--- src/rtl/rob_commit_unit_if.sv ---
// Dispatch/writeback/retire bundle between the out-of-order core and the reorder buffer.
// master = core side (dispatch, FU pipes, rename), slave = the ROB itself.
interface rob_commit_unit_if #(
  parameter int TAG_W  = 4,
  parameter int PREG_W = 7
);
  logic              alloc_valid;
  logic              alloc_ready;
  logic [TAG_W-1:0]  alloc_tag;
  logic              alloc_has_rd;
  logic [PREG_W-1:0] alloc_pd;
  logic [PREG_W-1:0] alloc_pd_old;
  logic [31:0]       alloc_pc;

  logic              alu_done;
  logic              b_done;
  logic              mem_done;
  logic [TAG_W-1:0]  alu_tag;
  logic [TAG_W-1:0]  b_tag;
  logic [TAG_W-1:0]  mem_tag;

  logic              mispredict;
  logic [TAG_W-1:0]  mispredict_tag;

  logic              commit_valid;
  logic              commit_has_rd;
  logic [PREG_W-1:0] commit_pd;
  logic [PREG_W-1:0] commit_pd_old;
  logic [31:0]       commit_pc;

  logic [TAG_W-1:0]  curr_rob_tag;
  logic [TAG_W:0]    count;
  logic              full;
  logic              empty;

  modport master (
    output alloc_valid, alloc_has_rd, alloc_pd, alloc_pd_old, alloc_pc,
    output alu_done, b_done, mem_done, alu_tag, b_tag, mem_tag,
    output mispredict, mispredict_tag,
    input  alloc_ready, alloc_tag,
    input  commit_valid, commit_has_rd, commit_pd, commit_pd_old, commit_pc,
    input  curr_rob_tag, count, full, empty
  );

  modport slave (
    input  alloc_valid, alloc_has_rd, alloc_pd, alloc_pd_old, alloc_pc,
    input  alu_done, b_done, mem_done, alu_tag, b_tag, mem_tag,
    input  mispredict, mispredict_tag,
    output alloc_ready, alloc_tag,
    output commit_valid, commit_has_rd, commit_pd, commit_pd_old, commit_pc,
    output curr_rob_tag, count, full, empty
  );
endinterface

--- src/rtl/rob_commit_unit.sv ---
// Reorder buffer: in-order allocate, out-of-order completion by tag, in-order single retire,
// and squash of everything younger than a mispredicted branch.
module rob_commit_unit #(
  parameter int DEPTH  = 16,
  parameter int TAG_W  = 4,
  parameter int PREG_W = 7
) (
  input logic             clk,
  input logic             reset,
  rob_commit_unit_if.slave rob
);
  localparam logic [TAG_W-1:0] TAG_ONE = TAG_W'(1);

  logic [DEPTH-1:0]  valid_q, done_q;
  logic [DEPTH-1:0]  valid_n, done_n;
  logic [DEPTH-1:0]  has_rd_q;
  logic [PREG_W-1:0] pd_q     [DEPTH];
  logic [PREG_W-1:0] pd_old_q [DEPTH];
  logic [31:0]       pc_q     [DEPTH];

  logic [TAG_W-1:0]  head_q, tail_q;
  logic [TAG_W:0]    count_q;

  logic              alloc_fire, commit_fire, mp_fire;
  logic [DEPTH-1:0]  squash, complete;
  logic [TAG_W-1:0]  young_n;

  assign rob.full         = (count_q == (TAG_W+1)'(DEPTH));
  assign rob.empty        = (count_q == '0);
  assign rob.alloc_ready  = !rob.full && !rob.mispredict;
  assign rob.alloc_tag    = tail_q;
  assign rob.curr_rob_tag = head_q;
  assign rob.count        = count_q;

  assign alloc_fire  = rob.alloc_valid && rob.alloc_ready;
  assign commit_fire = valid_q[head_q] && done_q[head_q];
  assign mp_fire     = rob.mispredict && valid_q[rob.mispredict_tag];

  // Number of entries strictly younger than the branch; the -1 form keeps the full-ROB case correct.
  assign young_n = tail_q - rob.mispredict_tag - TAG_ONE;

  always_comb begin
    squash   = '0;
    complete = '0;
    for (int i = 0; i < DEPTH; i++) begin
      squash[i]   = mp_fire && ((TAG_W'(i) - rob.mispredict_tag - TAG_ONE) < young_n);
      complete[i] = valid_q[i] && !squash[i] &&
                    ((rob.alu_done && (rob.alu_tag == TAG_W'(i))) ||
                     (rob.b_done   && (rob.b_tag   == TAG_W'(i))) ||
                     (rob.mem_done && (rob.mem_tag == TAG_W'(i))));
    end
  end

  always_comb begin
    valid_n = valid_q & ~squash;
    done_n  = (done_q | complete) & ~squash;
    if (mp_fire) begin
      done_n[rob.mispredict_tag] = 1'b1;
    end
    if (alloc_fire) begin
      valid_n[tail_q] = 1'b1;
      done_n[tail_q]  = 1'b0;
    end
    if (commit_fire) begin
      valid_n[head_q] = 1'b0;
      done_n[head_q]  = 1'b0;
    end
  end

  always_ff @(posedge clk or posedge reset) begin
    if (reset) begin
      valid_q <= '0;
      done_q  <= '0;
      head_q  <= '0;
      tail_q  <= '0;
      count_q <= '0;
    end else begin
      valid_q <= valid_n;
      done_q  <= done_n;
      head_q  <= commit_fire ? head_q + TAG_ONE : head_q;
      if (mp_fire) begin
        tail_q  <= rob.mispredict_tag + TAG_ONE;
        count_q <= {1'b0, rob.mispredict_tag - head_q} + (TAG_W+1)'(1)
                   - (TAG_W+1)'(commit_fire);
      end else begin
        tail_q  <= alloc_fire ? tail_q + TAG_ONE : tail_q;
        count_q <= count_q + (TAG_W+1)'(alloc_fire) - (TAG_W+1)'(commit_fire);
      end
    end
  end

  // Payload needs no reset: it is only ever read behind a set valid bit.
  always_ff @(posedge clk) begin
    if (alloc_fire) begin
      has_rd_q[tail_q] <= rob.alloc_has_rd;
      pd_q[tail_q]     <= rob.alloc_pd;
      pd_old_q[tail_q] <= rob.alloc_pd_old;
      pc_q[tail_q]     <= rob.alloc_pc;
    end
  end

  always_ff @(posedge clk or posedge reset) begin
    if (reset) begin
      rob.commit_valid  <= 1'b0;
      rob.commit_has_rd <= 1'b0;
      rob.commit_pd     <= '0;
      rob.commit_pd_old <= '0;
      rob.commit_pc     <= '0;
    end else begin
      rob.commit_valid <= commit_fire;
      if (commit_fire) begin
        rob.commit_has_rd <= has_rd_q[head_q];
        rob.commit_pd     <= pd_q[head_q];
        rob.commit_pd_old <= pd_old_q[head_q];
        rob.commit_pc     <= pc_q[head_q];
      end
    end
  end
endmodule

--- src/flat_wrapper.sv ---
// flat-port wrapper written by rule: the top's interface ports become plain ports
module rob_commit_unit_flat 
#(
  parameter int DEPTH  = 16,
  parameter int TAG_W  = 4,
  parameter int PREG_W = 7
)
  (clk, reset, rob_alloc_valid, rob_alloc_has_rd, rob_alloc_pd, rob_alloc_pd_old, rob_alloc_pc, rob_alu_done, rob_b_done, rob_mem_done, rob_alu_tag, rob_b_tag, rob_mem_tag, rob_mispredict, rob_mispredict_tag, rob_alloc_ready, rob_alloc_tag, rob_commit_valid, rob_commit_has_rd, rob_commit_pd, rob_commit_pd_old, rob_commit_pc, rob_curr_rob_tag, rob_count, rob_full, rob_empty);
  rob_commit_unit_if #(.TAG_W(TAG_W), .PREG_W(PREG_W)) rob_i ();
  input logic clk;
  input logic reset;
  input wire logic [$bits(rob_i.alloc_valid)-1:0] rob_alloc_valid;
  input wire logic [$bits(rob_i.alloc_has_rd)-1:0] rob_alloc_has_rd;
  input wire logic [$bits(rob_i.alloc_pd)-1:0] rob_alloc_pd;
  input wire logic [$bits(rob_i.alloc_pd_old)-1:0] rob_alloc_pd_old;
  input wire logic [$bits(rob_i.alloc_pc)-1:0] rob_alloc_pc;
  input wire logic [$bits(rob_i.alu_done)-1:0] rob_alu_done;
  input wire logic [$bits(rob_i.b_done)-1:0] rob_b_done;
  input wire logic [$bits(rob_i.mem_done)-1:0] rob_mem_done;
  input wire logic [$bits(rob_i.alu_tag)-1:0] rob_alu_tag;
  input wire logic [$bits(rob_i.b_tag)-1:0] rob_b_tag;
  input wire logic [$bits(rob_i.mem_tag)-1:0] rob_mem_tag;
  input wire logic [$bits(rob_i.mispredict)-1:0] rob_mispredict;
  input wire logic [$bits(rob_i.mispredict_tag)-1:0] rob_mispredict_tag;
  output wire logic [$bits(rob_i.alloc_ready)-1:0] rob_alloc_ready;
  output wire logic [$bits(rob_i.alloc_tag)-1:0] rob_alloc_tag;
  output wire logic [$bits(rob_i.commit_valid)-1:0] rob_commit_valid;
  output wire logic [$bits(rob_i.commit_has_rd)-1:0] rob_commit_has_rd;
  output wire logic [$bits(rob_i.commit_pd)-1:0] rob_commit_pd;
  output wire logic [$bits(rob_i.commit_pd_old)-1:0] rob_commit_pd_old;
  output wire logic [$bits(rob_i.commit_pc)-1:0] rob_commit_pc;
  output wire logic [$bits(rob_i.curr_rob_tag)-1:0] rob_curr_rob_tag;
  output wire logic [$bits(rob_i.count)-1:0] rob_count;
  output wire logic [$bits(rob_i.full)-1:0] rob_full;
  output wire logic [$bits(rob_i.empty)-1:0] rob_empty;
  assign rob_i.alloc_valid = rob_alloc_valid;
  assign rob_i.alloc_has_rd = rob_alloc_has_rd;
  assign rob_i.alloc_pd = rob_alloc_pd;
  assign rob_i.alloc_pd_old = rob_alloc_pd_old;
  assign rob_i.alloc_pc = rob_alloc_pc;
  assign rob_i.alu_done = rob_alu_done;
  assign rob_i.b_done = rob_b_done;
  assign rob_i.mem_done = rob_mem_done;
  assign rob_i.alu_tag = rob_alu_tag;
  assign rob_i.b_tag = rob_b_tag;
  assign rob_i.mem_tag = rob_mem_tag;
  assign rob_i.mispredict = rob_mispredict;
  assign rob_i.mispredict_tag = rob_mispredict_tag;
  assign rob_alloc_ready = rob_i.alloc_ready;
  assign rob_alloc_tag = rob_i.alloc_tag;
  assign rob_commit_valid = rob_i.commit_valid;
  assign rob_commit_has_rd = rob_i.commit_has_rd;
  assign rob_commit_pd = rob_i.commit_pd;
  assign rob_commit_pd_old = rob_i.commit_pd_old;
  assign rob_commit_pc = rob_i.commit_pc;
  assign rob_curr_rob_tag = rob_i.curr_rob_tag;
  assign rob_count = rob_i.count;
  assign rob_full = rob_i.full;
  assign rob_empty = rob_i.empty;
  rob_commit_unit #(.DEPTH(DEPTH), .TAG_W(TAG_W), .PREG_W(PREG_W)) u_core (.clk(clk), .reset(reset), .rob(rob_i));
endmodule
--- config.mk ---
export PLATFORM = sky130hd
export DESIGN_NAME = rob_commit_unit_flat
export DESIGN_NICKNAME = d
export VERILOG_FILES = /design/src/rtl/rob_commit_unit_if.sv /design/src/rtl/rob_commit_unit.sv /design/src/flat_wrapper.sv
export SDC_FILE = /design/constraint.sdc
export NUM_CORES = 1
export LEC_CHECK = 0
export ABC_AREA = 1
export CAP_MARGIN = 25
export CORE_UTILIZATION = 55
export DETAILED_ROUTE_END_ITERATION = 8
export PLACE_DENSITY = 0.73
export SLEW_MARGIN = 20
export SYNTH_ARGS = -nofsm -noshare
export SYNTH_HDL_FRONTEND = slang
export SYNTH_SLANG_ARGS = --single-unit
--- constraint.sdc ---
create_clock -name clk -period 5.25 [get_ports clk]
set_input_delay 1.05 -clock clk [delete_from_list [all_inputs] [get_ports clk]]
set_output_delay 1.05 -clock clk [all_outputs]
set_load 0.1 [all_outputs]
==> metrics.md <==
| Metric | Value |
|---|---|
| Outcome | `finished clean` |
| DP Area | `approximately 37,000 sq um` |
| Die width | `254.2 microns` |
| Post-synthesis cell count | `2,873` |
| Top flip-flop cell by instance count after synthesis | `edfxtp_1` |
| Arrival time worst endpoint | `4470 ps` |
| Clock latency on the worst-skew pair | `640 ps` |
| Family with the most delay on the worst path | `buffers and inverters` |
| Data required, critical path | `approximately 5800 ps` |
| DRT Pass-1 Iters | `7` |
| H-tree Lvls | `3` |
| Via density | `~6` |
| GR Util All Layers | `28.44%` |
| Routed vias | `about 24k` |
| Pins over their slew limit | `0` |
| Net count after synthesis | `roughly 3.0k` |
| Avg Inst Size Synth | `between 10 and 15 sq um` |
| Core Rows | `92` |
| Hold_buf cts | `0` |
| Startpoint types | `register` |
| Hold Crit Class | `register to register` |
| Crit Path Class | `register to register` |
| Largest net degree at the start of global routing | `between 200 and 300` |
| Initial antenna violation count | `7` |
| Slowest-stage cell, CP | `dfrtp_4` |
| Place WS | `roughly 1200 ps` |
| Sink Count | `845` |
| CTS tree | `done` |
| TritonCTS Buffers | `86` |
| Fin util | `63.32%` |
| DRT Wirelength | `91,710 microns` |
| Setup violations, final | `0` |
| Min Clock Period, post-route | `3917 ps` |
| Register area share after synthesis | `between 70% and 80%` |
| RSZ-0062 raised after global routing | `false` |
| Leakage | `~14 nW` |
| Most frequent cells in the layout | `edfxtp_1, nor2_1, o21ai_0` |
| Initial DRC count | `roughly 2.9k` |
| Peak Freq | `255.3 MHz` |
| ANT nets after route | `0` |
| Buf+Inv Stages, Crit Path | `4` |
| Setup ws final | `between 1000 and 1500 ps` |
| Filler cells | `4,698` |
| Commonest non-fill, non-tap cell in the layout | `edfxtp_1` |
| Die Y | `around 250 microns` |
| Full die area | `roughly 65,000 sq um` |
| Overall Power | `roughly 23 mW` |
| IO buf count | `133` |
| EDFF count, synth | `between 700 and 800` |
| Drt drc | `0` |
| Post-route clock period utilization | `around 75%` |
| Ys Warns | `0` |
| Post-CTS Setup Bufs | `0` |
| Crit Path Max Fanout | `65` |
| Gr ovfl total | `0` |
| Hpwl dp | `between 40,000 and 50,000 microns` |
| Area grow syn2layout | `13.97%` |
| Post-CTS sizing | `0` |
| Slew margin rel. | `about 28%` |
| CORE AREA | `between 60,000 and 70,000 sq um` |
| Layout cells sized above 1 | `6.621%` |
| Post-synth cell types | `35` |
| Number of max-cap violations | `0` |
| Routed len/inst | `~24 microns` |
| Synth Cell Area | `34,980 sq um` |
| Worst VDD drop | `roughly 0.00045 V` |
| CTS clock-pin slew for the worst setup and hold paths | `approximately 60 ps` |
| IO Pins | `~130` |
| First-pass GRT wire length | `between 100,000 and 150,000 microns` |
| Clk root buf | `clkbuf_16` |
| Final Hold Vio Count | `0` |
| Setup TNS | `0 ps` |
| Worst Max-Slew Pin Slew | `roughly 1100 ps` |
| Clock buffer depth | `3` |
| Worst Skew | `roughly 24 ps` |
| Worst setup EP type | `register` |
| Gp weighted congestion | `0.9105` |
| Asr flop ratio synth | `between 10% and 20%` |
| Flops & latches, synth | `approximately 850` |
| Cell Pwr Density | `about 580 nW/um^2` |
| Initial Util | `about 56%` |
| Slowest cell delay on critical path | `about 730 ps` |
| Critical path, cell by cell | `inv_4 -> o21ai_1 -> o22ai_1 -> nand2_1 -> nand4_1 -> nand2_4 -> inv_4 -> buf_4 -> buf_4 -> nor2_1 -> a31oi_1` |
| Final #Nets | `roughly 3.1k` |
| Number of global-route vias before repair | `about 23k` |
| Cell area after layout | `roughly 40,000 sq um` |
area by class of cell:
| cell class | instances | area [sq um] | share of cell area (%) |
|---|---|---|---|
| antenna | 5 | 12.51 | 0.03138 |
| clock buffer | 130 | 2439 | 6.116 |
| clock inverter | 29 | 305.3 | 0.7657 |
| inverter | 128 | 498.0 | 1.249 |
| multi-input combinational | 1727 | 8795 | 22.06 |
| sequential | 845 | 24920 | 62.49 |
| tap | 846 | 1059 | 2.655 |
| timing repair buffer | 177 | 1846 | 4.629 |
metrics by stage:
step	hold slack (ps)	std cells
finish	544.4	3887
global route	575.0	3885
CTS	551.7	3881
detailed placement	541.1	3722
global placement	533.9	3722
floorplan	508.7	2873
per-layer routing:
| metal | vias to the layer above | global-route usage, % | routed length (microns) |
|---|---|---|---|
| met5 | - | 0 | 41 |
| met3 | 172 | 5.103 | 7965 |
| met1 | 11632 | 39.11 | 36950 |
| met2 | 1227 | 45.21 | 44030 |
| met4 | 6 | 11.48 | 2722 |
| li1 | 10652 | - | - |
cell usage after synthesis, types with 9 or more instances:
cell,count,area share [%]
a21oi_1,103,1.5
a22o_1,47,1.2
a31oi_1,47,0.84
buf_2,56,0.80
buf_4,10,0.21
buf_6,9,0.29
clkbuf_1,97,1.0
dfrtp_1,93,6.7
edfxtp_1,752,65
ha_1,53,1.9
inv_1,122,1.3
nand2_1,232,2.5
nand3_1,65,0.93
nor2_1,500,5.4
nor3_1,9,0.13
o21ai_0,408,5.8
o21ai_1,29,0.41
o22ai_1,189,3.4
xor2_1,11,0.28
sequential cells by signal, summed over array words and instances, names as in the netlist, 5 cells and up:
name	count
u_core.pc_q	512
u_core.pd_old_q	112
u_core.pd_q	112
u_core.rob.commit_pc	32
u_core.done_q	16
u_core.has_rd_q	16
u_core.valid_q	16
u_core.rob.commit_pd	7
u_core.rob.commit_pd_old	7
u_core.rob.count	5
kinds of logic (layout without fill, tap and decap cells):
kind of cell / Yosys count / count (layout) / synth area share (%)
other cells: 0 / 5 / 0
compound gates: 832 / 832 / 13.32
simple gates: 821 / 821 / 9.199
xor+xnor: 18 / 18 / 0.4721
fa+ha+maj: 56 / 56 / 2.067
buf+inv: 301 / 464 / 3.745
flops: 845 / 845 / 71.20
power by group:
part	internal, mW	total, mW	switching, mW
Sequential	7.95	8.43	0.488
Combinational	2.44	8.66	6.22
Clock	3.38	5.90	2.52
Total	13.8	23.0	9.23
worst register-to-register path, stage by stage, from the launching register on:
cell,delay [ps]
dfrtp_4,730
inv_4,720
o21ai_1,170
o22ai_1,230
nand2_1,80
nand4_1,150
nand2_4,150
inv_4,80
buf_4,460
buf_4,740
nor2_1,150
a31oi_1,180
path summary, 6_finish.rpt:
check / slack, ps / start / to / cells after the start
max: 1330 / u_core.rob.curr_rob_tag[1]$_DFFE_PP0P_ / u_core.rob.commit_pd[3]$_DFFE_PP0P_ / 11
min: 540 / u_core.rob.commit_pd_old[1]$_DFFE_PP0P_ / u_core.rob.commit_pd_old[1]$_DFFE_PP0P_ / 2
max reg2reg: 1330 / u_core.rob.curr_rob_tag[1]$_DFFE_PP0P_ / u_core.rob.commit_pd[3]$_DFFE_PP0P_ / 11
min reg2reg: 540 / u_core.rob.commit_pd_old[1]$_DFFE_PP0P_ / u_core.rob.commit_pd_old[1]$_DFFE_PP0P_ / 2
max in group asynchronous: 3240 / reset / u_core.rob.curr_rob_tag[0]$_DFFE_PP0P_ / 3
min in group asynchronous: 970 / reset / u_core.rob.commit_valid$_DFF_PP0_ / 2
Note: power is estimated with default switching activity, not from simulation.
